[src/rtl/bitmap_fetch_arbiter.sv]
// Streams a 1-bpp bitmap from a shared single-port frame RAM into one pixel bit per clock,
// prefetching a byte ahead of pixel_x and lending idle RAM cycles to a write requester.
module bitmap_fetch_arbiter #(
  parameter int H_ACTIVE = 640,
  parameter int H_TOTAL  = 800,
  parameter int V_ACTIVE = 480,
  parameter int V_TOTAL  = 525,
  parameter int ADDR_W   = 16
) (
  input  logic              vga_clk,
  input  logic              reset,
  input  logic [9:0]        pixel_x,
  input  logic [9:0]        pixel_y,
  output logic [ADDR_W-1:0] mem_addr,
  output logic              mem_we,
  output logic [7:0]        mem_wdata,
  input  logic [7:0]        mem_rdata,
  input  logic              wr_req,
  input  logic [ADDR_W-1:0] wr_addr,
  input  logic [7:0]        wr_data,
  output logic              wr_ack,
  output logic              serial_output
);

  localparam int          BYTES_PER_LINE  = H_ACTIVE / 8;
  localparam logic [31:0] FB_BYTES        = 32'(V_ACTIVE * H_ACTIVE / 8);
  localparam logic [9:0]  X_LAST_COL_SLOT = 10'(H_ACTIVE - 8);
  localparam logic [9:0]  X_LINE_SLOT     = 10'(H_TOTAL - 3);
  localparam logic [9:0]  Y_ACTIVE        = 10'(V_ACTIVE);
  localparam logic [9:0]  Y_LAST          = 10'(V_TOTAL - 1);

  logic [1:0]        pend;
  logic [7:0]        prefetch;
  logic [7:0]        shift_reg;
  logic              armed;
  logic [9:0]        next_y;
  logic [9:0]        fetch_col;
  logic              col_slot;
  logic              line_slot;
  logic              fetch_slot;
  logic              wr_grant;
  logic              wr_in_range;
  logic [ADDR_W-1:0] fetch_addr;

  function automatic logic [ADDR_W-1:0] byte_addr(input logic [9:0] y, input logic [9:0] col);
    return ADDR_W'(y) * ADDR_W'(BYTES_PER_LINE) + ADDR_W'(col);
  endfunction

  // Column slots stay disabled after reset until a column-0 fetch re-aligns the pipeline
  always_comb begin
    next_y      = (pixel_y == Y_LAST) ? 10'd0 : pixel_y + 10'd1;
    fetch_col   = {3'b000, pixel_x[9:3]} + 10'd1;
    col_slot    = armed && (pixel_x[2:0] == 3'd5) && (pixel_x < X_LAST_COL_SLOT) &&
                  (pixel_y < Y_ACTIVE);
    line_slot   = (pixel_x == X_LINE_SLOT) && (next_y < Y_ACTIVE);
    fetch_slot  = col_slot || line_slot;
    fetch_addr  = line_slot ? byte_addr(next_y, 10'd0) : byte_addr(pixel_y, fetch_col);
    wr_grant    = wr_req && !fetch_slot && !wr_ack;
    wr_in_range = 32'(wr_addr) < FB_BYTES;
  end

  // RAM port owner for the next cycle; the ack register doubles as the write turnaround
  always_ff @(posedge vga_clk or posedge reset) begin
    if (reset) begin
      mem_addr  <= '0;
      mem_we    <= 1'b0;
      mem_wdata <= 8'h00;
      wr_ack    <= 1'b0;
    end else begin
      mem_we <= 1'b0;
      wr_ack <= 1'b0;
      if (fetch_slot) begin
        mem_addr <= fetch_addr;
      end else if (wr_grant) begin
        mem_addr  <= wr_addr;
        mem_wdata <= wr_data;
        mem_we    <= wr_in_range;
        wr_ack    <= 1'b1;
      end
    end
  end

  // pend[0] marks the data-valid cycle, pend[1] the load cycle of the same fetch
  always_ff @(posedge vga_clk or posedge reset) begin
    if (reset) begin
      pend      <= 2'b00;
      prefetch  <= 8'h00;
      shift_reg <= 8'h00;
      armed     <= 1'b0;
    end else begin
      pend <= {pend[0], fetch_slot};
      if (pend[0] && (pixel_x[2:0] == 3'd6))
        prefetch <= mem_rdata;
      if (pixel_x[2:0] == 3'd7)
        shift_reg <= pend[1] ? prefetch : 8'h00;
      else
        shift_reg <= {shift_reg[6:0], 1'b0};
      if (pixel_x == X_LINE_SLOT)
        armed <= 1'b1;
    end
  end

  assign serial_output = shift_reg[7];

endmodule

[config.mk]
export PLATFORM = sky130hd
export DESIGN_NAME = bitmap_fetch_arbiter
export DESIGN_NICKNAME = d
export VERILOG_FILES = /design/src/rtl/bitmap_fetch_arbiter.sv
export SDC_FILE = /design/constraint.sdc
export NUM_CORES = 1
export LEC_CHECK = 0
export BUFFER_PORTS_ARGS = -buffer_cell sky130_fd_sc_hd__buf_2
export CELL_PAD_IN_SITES_DETAIL_PLACEMENT = 1
export CELL_PAD_IN_SITES_GLOBAL_PLACEMENT = 1
export CORE_ASPECT_RATIO = 1.25
export CORE_MARGIN = 5
export CORE_UTILIZATION = 44
export DETAILED_ROUTE_END_ITERATION = 12
export PLACE_DENSITY_LB_ADDON = 0.1
export SLEW_MARGIN = 20
export SYNTH_ARGS = -nofsm -noshare
export SYNTH_HDL_FRONTEND = slang
export SYNTH_SLANG_ARGS = --single-unit
[constraint.sdc]
create_clock -name vga_clk -period 3.45 [get_ports vga_clk]
set_input_delay 0.1725 -clock vga_clk [delete_from_list [all_inputs] [get_ports vga_clk]]
set_output_delay 0.1725 -clock vga_clk [all_outputs]
set_load 0.01 [all_outputs]
# == Word level (Yosys, flattened, before mapping) ==
# Index checks and enable logic that the tools add are counted.
# op_classes
n_addsub,3
n_mul,2
n_div,0
n_lt_le_gt_ge,4
eq_ne,5
shift,0
n_mux,10
bitwise,1
reduce_logical,12
# op_table
op,count
2-to-1 mux 16 bit,3
"multiplier 10 x 3 -> 12 bit, second input constant",2
"equality test 10 bit, second input constant",2
"< comparator 10 x 9 -> 1 bit, second input constant",2
adder 16 x 8 -> 16 bit,1
"< comparator 16 bit, second input constant",1
2-to-1 mux 8 bit,2
"adder 10 x 1 -> 10 bit, second input constant",1
"< comparator 10 bit, second input constant",1
2-to-1 mux 10 bit,1
"equality test 3 bit, second input constant",3
"adder 7 x 1 -> 8 bit, second input constant",1
logical AND 1 bit,7
2-to-1 mux 1 bit,4
logical NOT 1 bit,2
AND reduction 2 bit,1
nonzero test 2 bit,1
logical OR 1 bit,1
inverter 1 bit,1
# word_totals
ff_bits,45
latch_bits,0
mem_bits_rw,0
rom_bits,0
inputBits,55
output_inout_bits,27
elab_cells,45
mem_count,0

# == Depth between registers and ports, before layout ==
# Gate-level depths: netlist of run 1.
# logic_depth
word_depth,10
depth_mapped,15

# == Worst setup path after synthesis of run 1 ==
# OpenSTA, ideal clock, no wires.
# synth_timing
path_kind,input-to-reg
startpoint,in pixel_y[0]
endpoint,reg mem_addr[14]
setup_time_ps,104
arrival_ps,2680
required_time_ps,3346
setup_slack_ps,666
path_stages,14
n_path_buf,1
cell_sequence,inv_1 ha_1 and4b_1 and3_1 clkbuf_1 nor2_1 ha_1 ha_1 a21oi_1 o21ai_0 a2111oi_0 nor3_1 xnor2_1 a221oi_1
# synth_via
elab_chain_len,9
elab_cells_between_ends,17
classes_between,add/sub: 2; mul: 2; order compare: 2; eq/ne: 1; mux: 3; reduce/logical: 7
# synth_lines
item,line_no,source
start: declaration,13,"input logic [9:0] pixel_y,"
"parallel branches: the longest is 9 deep, another holds adder 16 x 8 -> 16 bit",--,
end signal: assignment,73,mem_addr <= fetch_addr;
end signal: assignment,75,mem_addr <= wr_addr;
end: declaration,14,"output logic [ADDR_W-1:0] mem_addr,"
# Parallel ways; which one is timed is not known.
# A chain may end at the register's enable or synchronous reset.

# == Worst setup path in the final report of run 1 ==
# Ends and elaborated chain as after synthesis.

==> flow_summary_export.csv, run 1 <==
group,metric,value,unit
clocking,cts_resized,0,
critical_path,endpoint_kind,"register",
timing,relSlewSlack,37.5,%
floorplanning,die-area,9930,sq um
timing,worstMarginPinSlew,0.936,ns
synth,synth_top_cell_by_area,"dfrtp_1",
min_path,hold_class,"input pin to register",
routing,via_count,3160,
synth,synthTopCellsByArea,"dfrtp_1 (32%), ha_1 (13%), xnor2_1 (5.5%), nand2_1 (5.0%), mux2_4 (3.4%)",
final_layout,register_area,1130,sq um
clocking,path_clk_slew,0.09,ns
routing,drt-total-wl,9960,microns
min_path,holdPathEnd,"mem_we",
power_and_ir_drop,power,1.62,mW
clocking,holdBufCountCts,0,
final_layout,most-common-layout-cells,"buf_2 (81), nand2_1 (47), dfrtp_1 (45), ha_1 (36), nor2_1 (25)",
clocking,clock-sinks,45,
final_layout,syn2layout_area_growth,17.9,%
clocking,cts_setup_buffers,0,
final_layout,largest_reg_flops,16,
synth,synth_cell_types,62,
critical_path,r2r_slack,1.39,ns
min_path,min_delay_path_depth,2,
floorplanning,dieHeight,110,microns
place,gp_congestion,0.829,
synth,synth_top_cell_area_share,31.9,%
power_and_ir_drop,power_density,389,nW/um^2
critical_path,r2r_end,"mem_wdata[1]",
critical_path,path_cells,"buf_2, inv_1, ha_1, and4b_1, and3_1, nor2_1, ha_1, ha_1, a21oi_1, o21ai_0, a2111oi_0, nor3_1, xnor2_1, a221oi_1",
critical_path,path_buf_inv,2,
clocking,ctsRootBufferMaster,"clkbuf_8",
clocking,cts_max_path_buffers,2,
clocking,clock_latency,0.30,ns
floorplanning,die-width,90.1,microns
floorplanning,coreArea,7840,sq um
timing,fin_setup_tns,0,ns
timing,max_freq,344,MHz
floorplanning,initial_core_util,45.1,%
critical_path,worst_ep_required_time,3.66,ns
global_route,grt_pass1_wl,16900,microns
routing,wl_per_cell,18.0,microns
critical_path,cp_max_fo,7,
synth,netlist_area,3530,sq um
routing,drc_errors,0,
timing,layout_min_cycle_time,2.91,ns
critical_path,crit_start,"pixel_y[0]",
global_route,antenna_found_initial,0,
global_route,grt_max_degree,46,
synth,netlist_instances,377,
flow_run,cap_violations,0,
run_status,outcome,"complete, no violations",
critical_path,path_common_cell,"ha_1",
global_route,grt-ovfl-total,0,
routing,first_pass_iters,4,
synth,synth_warnings,0,
final_layout,final_nets,549,
synth,ys_async_sr_fraction,100,%
critical_path,crit_type,"input pin to register",
final_layout,regMostFlops,"mem_addr",
critical_path,arrival,3.12,ns
critical_path,reg2reg_from,"armed",
synth,syn_avg_cell_area,9.37,sq um
final_layout,nFillCells,971,
timing,fin_crit_sh,84.3,%
floorplanning,rows,36,
critical_path,critical-path-max-stage-delay,0.41,ns
power_and_ir_drop,p_leak,1.99,nW
final_layout,multi_input_area,2290,sq um
critical_path,critPathTopFamily,"compound AO/OA/AOI/OAI gates",
critical_path,crit_slowest_cell,"a2111oi_0",
critical_path,ff2ff_path_depth,5,
synth,syn_nets,470,
final_layout,antenna_cells,0,
timing,clock_skew,0.00463,ns
synth,synth_edf_count,0,
timing,hold_viol_final,0,
clocking,h-tree-depth,2,
routing,ant_nets,0,
floorplanning,io_pins,82,
power_and_ir_drop,ir_drop,0.282,mV
synth,synth_seq_area_share,31.9,%
critical_path,startpoint_type,"input pin",
timing,finalSetupViolations,0,
timing,rsz0062_at_grt,"false",
routing,drt_iter0_drc,104,
global_route,grt_usage,20.9,%
clocking,cts-buffers-inserted,5,
timing,whs,0.0508,ns
final_layout,final_common_cell,"buf_2",
place,dp_hpwl,8140,microns
place,numPortBuffers,81,
timing,maxSlewViolCount,0,
final_layout,drive_above_1_share,26.3,%
synth,synth_flop_cell,"dfrtp_1",
min_path,hp-start,"wr_addr[15]",
global_route,grt_pass1_vias,3470,
clocking,cts_tree,"built",
routing,vias_per_cell,5.72,
synth,ys_seq_elements,45,
cell usage after synthesis, types with 7 or more instances:
cell      count
nand3_1      15
inv_1        15
mux2_4        8
a21oi_1      13
dfrtp_1      45
o21ai_0      15
clkbuf_1      9
nor2_1       25
nand2_1      47
ha_1         36
xnor2_1      22
mux2_2        9
a211oi_1      7
through the flow:
step,area [sq um],utilization [%],setup WS (ns),cells
after floorplan,3530,-,0.666,377
final,4170,53.1,0.541,552
after global routing,4170,53.1,0.157,552
after CTS,4170,53.1,0.547,552
after global placement,4030,51.4,0.280,544
after detailed placement,4030,51.4,0.231,544
power by group:
part | switching (mW) | internal (mW)
clock | 0.188 | 0.292
combinational | 0.307 | 0.241
sequential | 0.0227 | 0.569
total | 0.518 | 1.10
kinds of logic (layout without fill, tap and decap cells):
kind of cell	count (synthesis)	after routing	synth area share, %
xor+xnor	28	28	6.94
simple gates	136	136	19.9
mux	21	21	7.40
buf+inv	28	108	3.26
compound gates	81	81	16.7
fa+ha+maj	38	38	13.9
flops	45	45	31.9
metal layers:
metal	share of wire [%]	track usage, %	vias up
met1	42	23.6	1529
li1	-	-	1538
met3	4.4	2.78	15
met5	0	0	-
met4	2.5	7.34	0
met2	51	40.3	78
worst max-delay path by stage:
stage / endpoint / slack (ns) / cells past startpoint
finish: mem_addr[14] / 0.54 / 14
global route: mem_addr[14] / 0.16 / 12
global placement: mem_addr[14] / 0.28 / 14
CTS: mem_addr[14] / 0.55 / 14
floorplan: mem_addr[14] / 0.67 / 14
detailed placement: mem_addr[14] / 0.23 / 14
area by class of cell:
| type | instances | share of cell area (%) |
|---|---|---|
| multi-input combinational | 304 | 55.0 |
| inverter | 15 | 1.35 |
| clock buffer | 5 | 1.65 |
| timing repair buffer | 85 | 10.5 |
| sequential | 45 | 27.0 |
| clock inverter | 3 | 1.65 |
| tap | 95 | 2.85 |
Power figures use the tool's default switching activity.
==> inputs of run 2 (changes only) <==
- CORE_UTILIZATION: 44 -> 41
- clock period: 3.45 -> 2.85 ns (I/O delays scaled with it)
==> run 2 against run 1 <==
  * Sequential power rose by 21%
  * Via count rose by 5.0%
  * Largest power group is now combinational logic
  * Clock skew rose by 0.0030 ns
  * Power rose by 21%
  * Critical path depth did not move
  * Global-route usage fell by 0.11 points
  * Largest cell class unchanged
  * Register-to-register slack got worse by 0.42 ns
==> flow_summary_export.csv, run 2 (synthesis gave the netlist of run 1 again) <==
group,metric,value,unit
critical_path,r2r_end,"mem_wdata[2]",
timing,relSlewSlack,37.7,%
timing,worstMarginPinSlew,0.933,ns
global_route,grt-ovfl-total,0,
critical_path,reg2reg_from,"wr_ack",
clocking,cts-buffers-inserted,5,
place,post-place-ws,-0.252,ns
final_layout,final_nets,592,
min_path,hold_class,"input pin to register",
timing,fin_crit_sh,96.1,%
critical_path,endpoint_kind,"register",
clocking,path_clk_slew,0.08,ns
final_layout,antenna_cells,0,
clocking,clock_latency,0.30,ns
global_route,grt_usage,20.8,%
critical_path,crit_type,"input pin to register",
floorplanning,dieHeight,114,microns
global_route,grt_pass1_vias,3611,
final_layout,regMostFlops,"mem_addr",
floorplanning,io_pins,82,
critical_path,critPathTopFamily,"compound AO/OA/AOI/OAI gates",
power_and_ir_drop,ir_drop,0.159,mV
final_layout,fin_cells,596,
routing,via_count,3319,
routing,drt_iter0_drc,87,
global_route,antenna_found_initial,0,
place,numPortBuffers,81,
critical_path,crit_slowest_cell,"a2111oi_1",
routing,ant_nets,0,
timing,clock_skew,0.00758,ns
timing,hold_viol_final,0,
critical_path,path_cells,"buf_2, inv_1, ha_1, and4b_1, and3_1, nor2_2, ha_1, ha_1, a21oi_1, o21ai_0, a2111oi_1, nor3_1, xnor2_1, a221oi_1",
floorplanning,rows,37,
place,dp_hpwl,8930,microns
critical_path,arrival,2.94,ns
min_path,hp-start,"wr_addr[15]",
timing,max_freq,365,MHz
timing,maxSlewViolCount,0,
critical_path,ff2ff_path_depth,4,
power_and_ir_drop,power_density,436,nW/um^2
timing,layout_min_cycle_time,2.74,ns
clocking,ctsRootBufferMaster,"clkbuf_8",
critical_path,startpoint_type,"input pin",
place,dp.cells,589,
timing,whs,0.0234,ns
global_route,grt_max_degree,46,
min_path,min_delay_path_depth,2,
clocking,holdBufCountCts,0,
clocking,cts_tree,"built",
critical_path,cp_max_fo,4,
critical_path,worst_ep_required_time,3.05,ns
run_status,outcome,"complete, no violations",
min_path,holdPathEnd,"mem_we",
clocking,h-tree-depth,2,
final_layout,largest_reg_flops,16,
routing,drt-total-wl,10800,microns
final_layout,syn2layout_area_growth,27.0,%
global_route,grt_pass1_wl,17700,microns
critical_path,critical-path-max-stage-delay,0.41,ns
floorplanning,die-area,10600,sq um
flow_run,cap_violations,0,
final_layout,final_common_cell,"buf_2",
timing,finalSetupViolations,0,
floorplanning,coreArea,8330,sq um
timing,fin_setup_tns,0,ns
final_layout,drive_above_1_share,33.3,%
critical_path,path_common_cell,"ha_1",
floorplanning,initial_core_util,42.4,%
routing,vias_per_cell,5.57,
routing,wl_per_cell,18.0,microns
final_layout,most-common-layout-cells,"buf_2 (81), nand2_1 (47), buf_4 (46), dfrtp_1 (45), ha_1 (36)",
final_layout,nFillCells,1023,
critical_path,r2r_slack,0.97,ns
routing,first_pass_iters,4,
routing,drc_errors,0,
power_and_ir_drop,power,1.95,mW
timing,fin_ws,0.110,ns
critical_path,path_buf_inv,2,
floorplanning,die-width,93.0,microns
place,gp_congestion,0.858,
power_and_ir_drop,p_leak,2.19,nW
clocking,clock-sinks,45,
clocking,cts_max_path_buffers,2,
==> run 2: what timing repair did <==
item,CTS,global route
resized for setup,0,5
endpoints found under the setup margin,0,3
setup buffers,0,0
==> run 2: cell type report <==
cell class,instances,area [sq um],area share [%]
Inverter,15,56.3,1.26
Tap cell,97,121,2.71
Clock buffer,5,68.8,1.53
Multi-Input combinational cell,304,2310,51.4
Timing Repair Buffer,128,771,17.2
Clock inverter,2,35.0,0.781
Sequential cell,45,1130,25.1
==> run 2: layer usage <==
layer,global-route usage [%],vias up,wire length [microns]
met5,0,-,0
li1,-,1626,-
met1,23.3,1578,4330
met3,2.77,22,469
met4,6.65,0,245
met2,40.0,93,5710
==> run 2: through the flow <==
step,cell area (sq um),util [%]
2_1_floorplan,3530,-
3_3_place_gp,4370,52.4
3_5_place_dp,4370,52.4
4_1_cts,4470,53.6
5_1_grt,4490,53.8
6_report,4490,53.8
==> run 2: power by group <==
group	switching, mW	total, mW	internal, mW
Sequential	0.0266	0.716	0.689
Combinational	0.409	0.774	0.366
Clock	0.209	0.464	0.255
==> run 2: worst max-delay path by stage <==
stage               start           end  cells past startpoint
6_report       pixel_y[1]  mem_addr[14]                     14
4_1_cts        pixel_y[6]  mem_addr[14]                     12
2_1_floorplan  pixel_y[0]  mem_addr[14]                     14
5_1_grt        pixel_y[1]  mem_addr[14]                     14
3_3_place_gp   pixel_y[6]  mem_addr[14]                     12
3_5_place_dp   pixel_y[6]  mem_addr[14]                     12
==> inputs of run 3 (changes only) <==
- CTS_BUF_LIST: not set -> sky130_fd_sc_hd__clkbuf_16
==> run 3 against run 2 <==
  * Power increased by 9.3%
  * Sequential power barely moved
  * Sequential share of layout area fell by 0.33 points
  * Largest power group unchanged
  * Worst setup slack improved by 0.0060 ns
==> flow_summary_export.csv, run 3 (synthesis gave the netlist of run 1 again) <==
group,metric,value,unit
clocking,path_clk_slew,0.06,ns
place,dp.cells,589,
place,numPortBuffers,81,
final_layout,fin_cells,596,
timing,fin_crit_sh,95.9,%
global_route,grt_pass1_vias,3659,
clocking,cts-buffers-inserted,5,
critical_path,endpoint_kind,"register",
critical_path,path_buf_inv,2,
critical_path,reg2reg_from,"wr_ack",
floorplanning,rows,37,
critical_path,path_common_cell,"ha_1",
floorplanning,dieHeight,114,microns
routing,via_count,3334,
routing,first_pass_iters,4,
power_and_ir_drop,power,2.14,mW
floorplanning,die-width,93.0,microns
clocking,cts_tree,"built",
critical_path,path_cells,"buf_2, inv_1, ha_1, and4b_1, and3_1, nor2_2, ha_1, ha_1, a21oi_2, o21ai_0, a2111oi_1, nor3_1, xnor2_1, a221oi_1",
critical_path,ff2ff_path_depth,4,
timing,hold_viol_final,0,
clocking,clock_latency,0.28,ns
final_layout,regMostFlops,"mem_addr",
run_status,outcome,"complete, no violations",
critical_path,critical-path-max-stage-delay,0.41,ns
routing,wl_per_cell,18.3,microns
final_layout,antenna_cells,0,
timing,maxSlewViolCount,0,
routing,ant_nets,0,
critical_path,crit_start,"pixel_y[1]",
final_layout,final_nets,592,
final_layout,drive_above_1_share,33.5,%
timing,clock_skew,0.00377,ns
critical_path,crit_type,"input pin to register",
timing,fin_ws,0.116,ns
timing,worstMarginPinSlew,0.939,ns
place,gp_congestion,0.858,
global_route,grt_usage,21.1,%
critical_path,r2r_slack,0.96,ns
final_layout,most-common-layout-cells,"buf_2 (81), nand2_1 (47), buf_4 (46), dfrtp_1 (45), ha_1 (36)",
min_path,hold_class,"input pin to register",
timing,relSlewSlack,37.3,%
global_route,grt_pass1_wl,17900,microns
timing,layout_min_cycle_time,2.73,ns
critical_path,cp_max_fo,4,
routing,drt-total-wl,10900,microns
critical_path,r2r_end,"mem_wdata[0]",
critical_path,cp.depth,14,
critical_path,arrival,2.92,ns
clocking,ctsRootBufferMaster,"clkbuf_16",
power_and_ir_drop,p_leak,2.22,nW
final_layout,largest_reg_flops,16,
routing,drc_errors,0,
floorplanning,coreArea,8330,sq um
global_route,antenna_found_initial,0,
critical_path,worst_ep_required_time,3.04,ns
routing,drt_iter0_drc,137,
power_and_ir_drop,ir_drop,0.200,mV
critical_path,endpoint,"mem_addr[14]",
place,post-place-ws,-0.252,ns
floorplanning,initial_core_util,42.4,%
final_layout,syn2layout_area_growth,28.7,%
critical_path,startpoint_type,"input pin",
critical_path,crit_slowest_cell,"a2111oi_1",
timing,max_freq,366,MHz
clocking,h-tree-depth,2,
floorplanning,io_pins,82,
global_route,grt_max_degree,46,
routing,vias_per_cell,5.59,
clocking,cts_max_path_buffers,2,
flow_run,cap_violations,0,
floorplanning,die-area,10600,sq um
final_layout,final_common_cell,"buf_2",
timing,finalSetupViolations,0,
clocking,clock-sinks,45,
critical_path,critPathTopFamily,"compound AO/OA/AOI/OAI gates",
place,dp_hpwl,8930,microns
power_and_ir_drop,power_density,470,nW/um^2
global_route,grt-ovfl-total,0,
## run 3: changes by cell type in the layout (fill, tap and decap cells not counted)
cell / previous run / this run
clkbuf_8: 5 / 0
clkbuf_16: 0 / 5
a21oi_1: 12 / 11
a21oi_2: 1 / 2
## run 3: layout make-up
cell class | instances | area (sq um)
Clock buffer | 5 | 125
Timing Repair Buffer | 128 | 771
Multi-Input combinational cell | 304 | 2310
Inverter | 15 | 56.3
Tap cell | 97 | 121
Sequential cell | 45 | 1130
Clock inverter | 2 | 35.0
Fill cell | 1013 | 3790
## run 3: routing by layer
layer / share of wire (%) / routed length [microns] / up-vias / track usage [%]
li1: - / - / 1629 / -
met1: 40 / 4390 / 1599 / 23.2
met2: 53 / 5810 / 84 / 41.2
met3: 4.1 / 442 / 22 / 2.77
met4: 2.4 / 262 / 0 / 6.84
met5: 0 / 0 / - / 0
## run 3: through the flow
step | TNS (ns) | util (%) | hold WS, ns | instance area (sq um)
2_1_floorplan | 0 | - | 0.229 | 3530
3_3_place_gp | -0.200 | 52.4 | 0.334 | 4370
3_5_place_dp | -0.704 | 52.4 | 0.336 | 4370
4_1_cts | 0 | 54.3 | 0.0313 | 4530
5_1_grt | -0.0248 | 54.5 | 0.0643 | 4550
6_report | 0 | 54.5 | 0.0401 | 4550
## run 3: repair_timing
action                                  in CTS  in global routing
buffers inserted                             0                  0
hold buffers                                 0                  0
endpoints found under the setup margin       0                  3
resized for setup                            0                  6
## run 3: report_power, final
group | internal (mW) | switching [mW] | leakage (nW)
sequential | 0.690 | 0.0275 | 0.576
combinational | 0.367 | 0.413 | 1.57
clock | 0.407 | 0.232 | 0.0797
## run 3: how the worst min path moves through the flow
stage | start | end | slack [ns] | cells past startpoint
floorplan | wr_addr[15] | mem_we | 0.23 | 1
global placement | wr_addr[15] | mem_we | 0.33 | 2
detailed placement | wr_addr[15] | mem_we | 0.34 | 2
CTS | wr_addr[15] | mem_we | 0.03 | 2
global route | wr_addr[15] | mem_we | 0.06 | 2
finish | wr_addr[15] | mem_we | 0.04 | 2
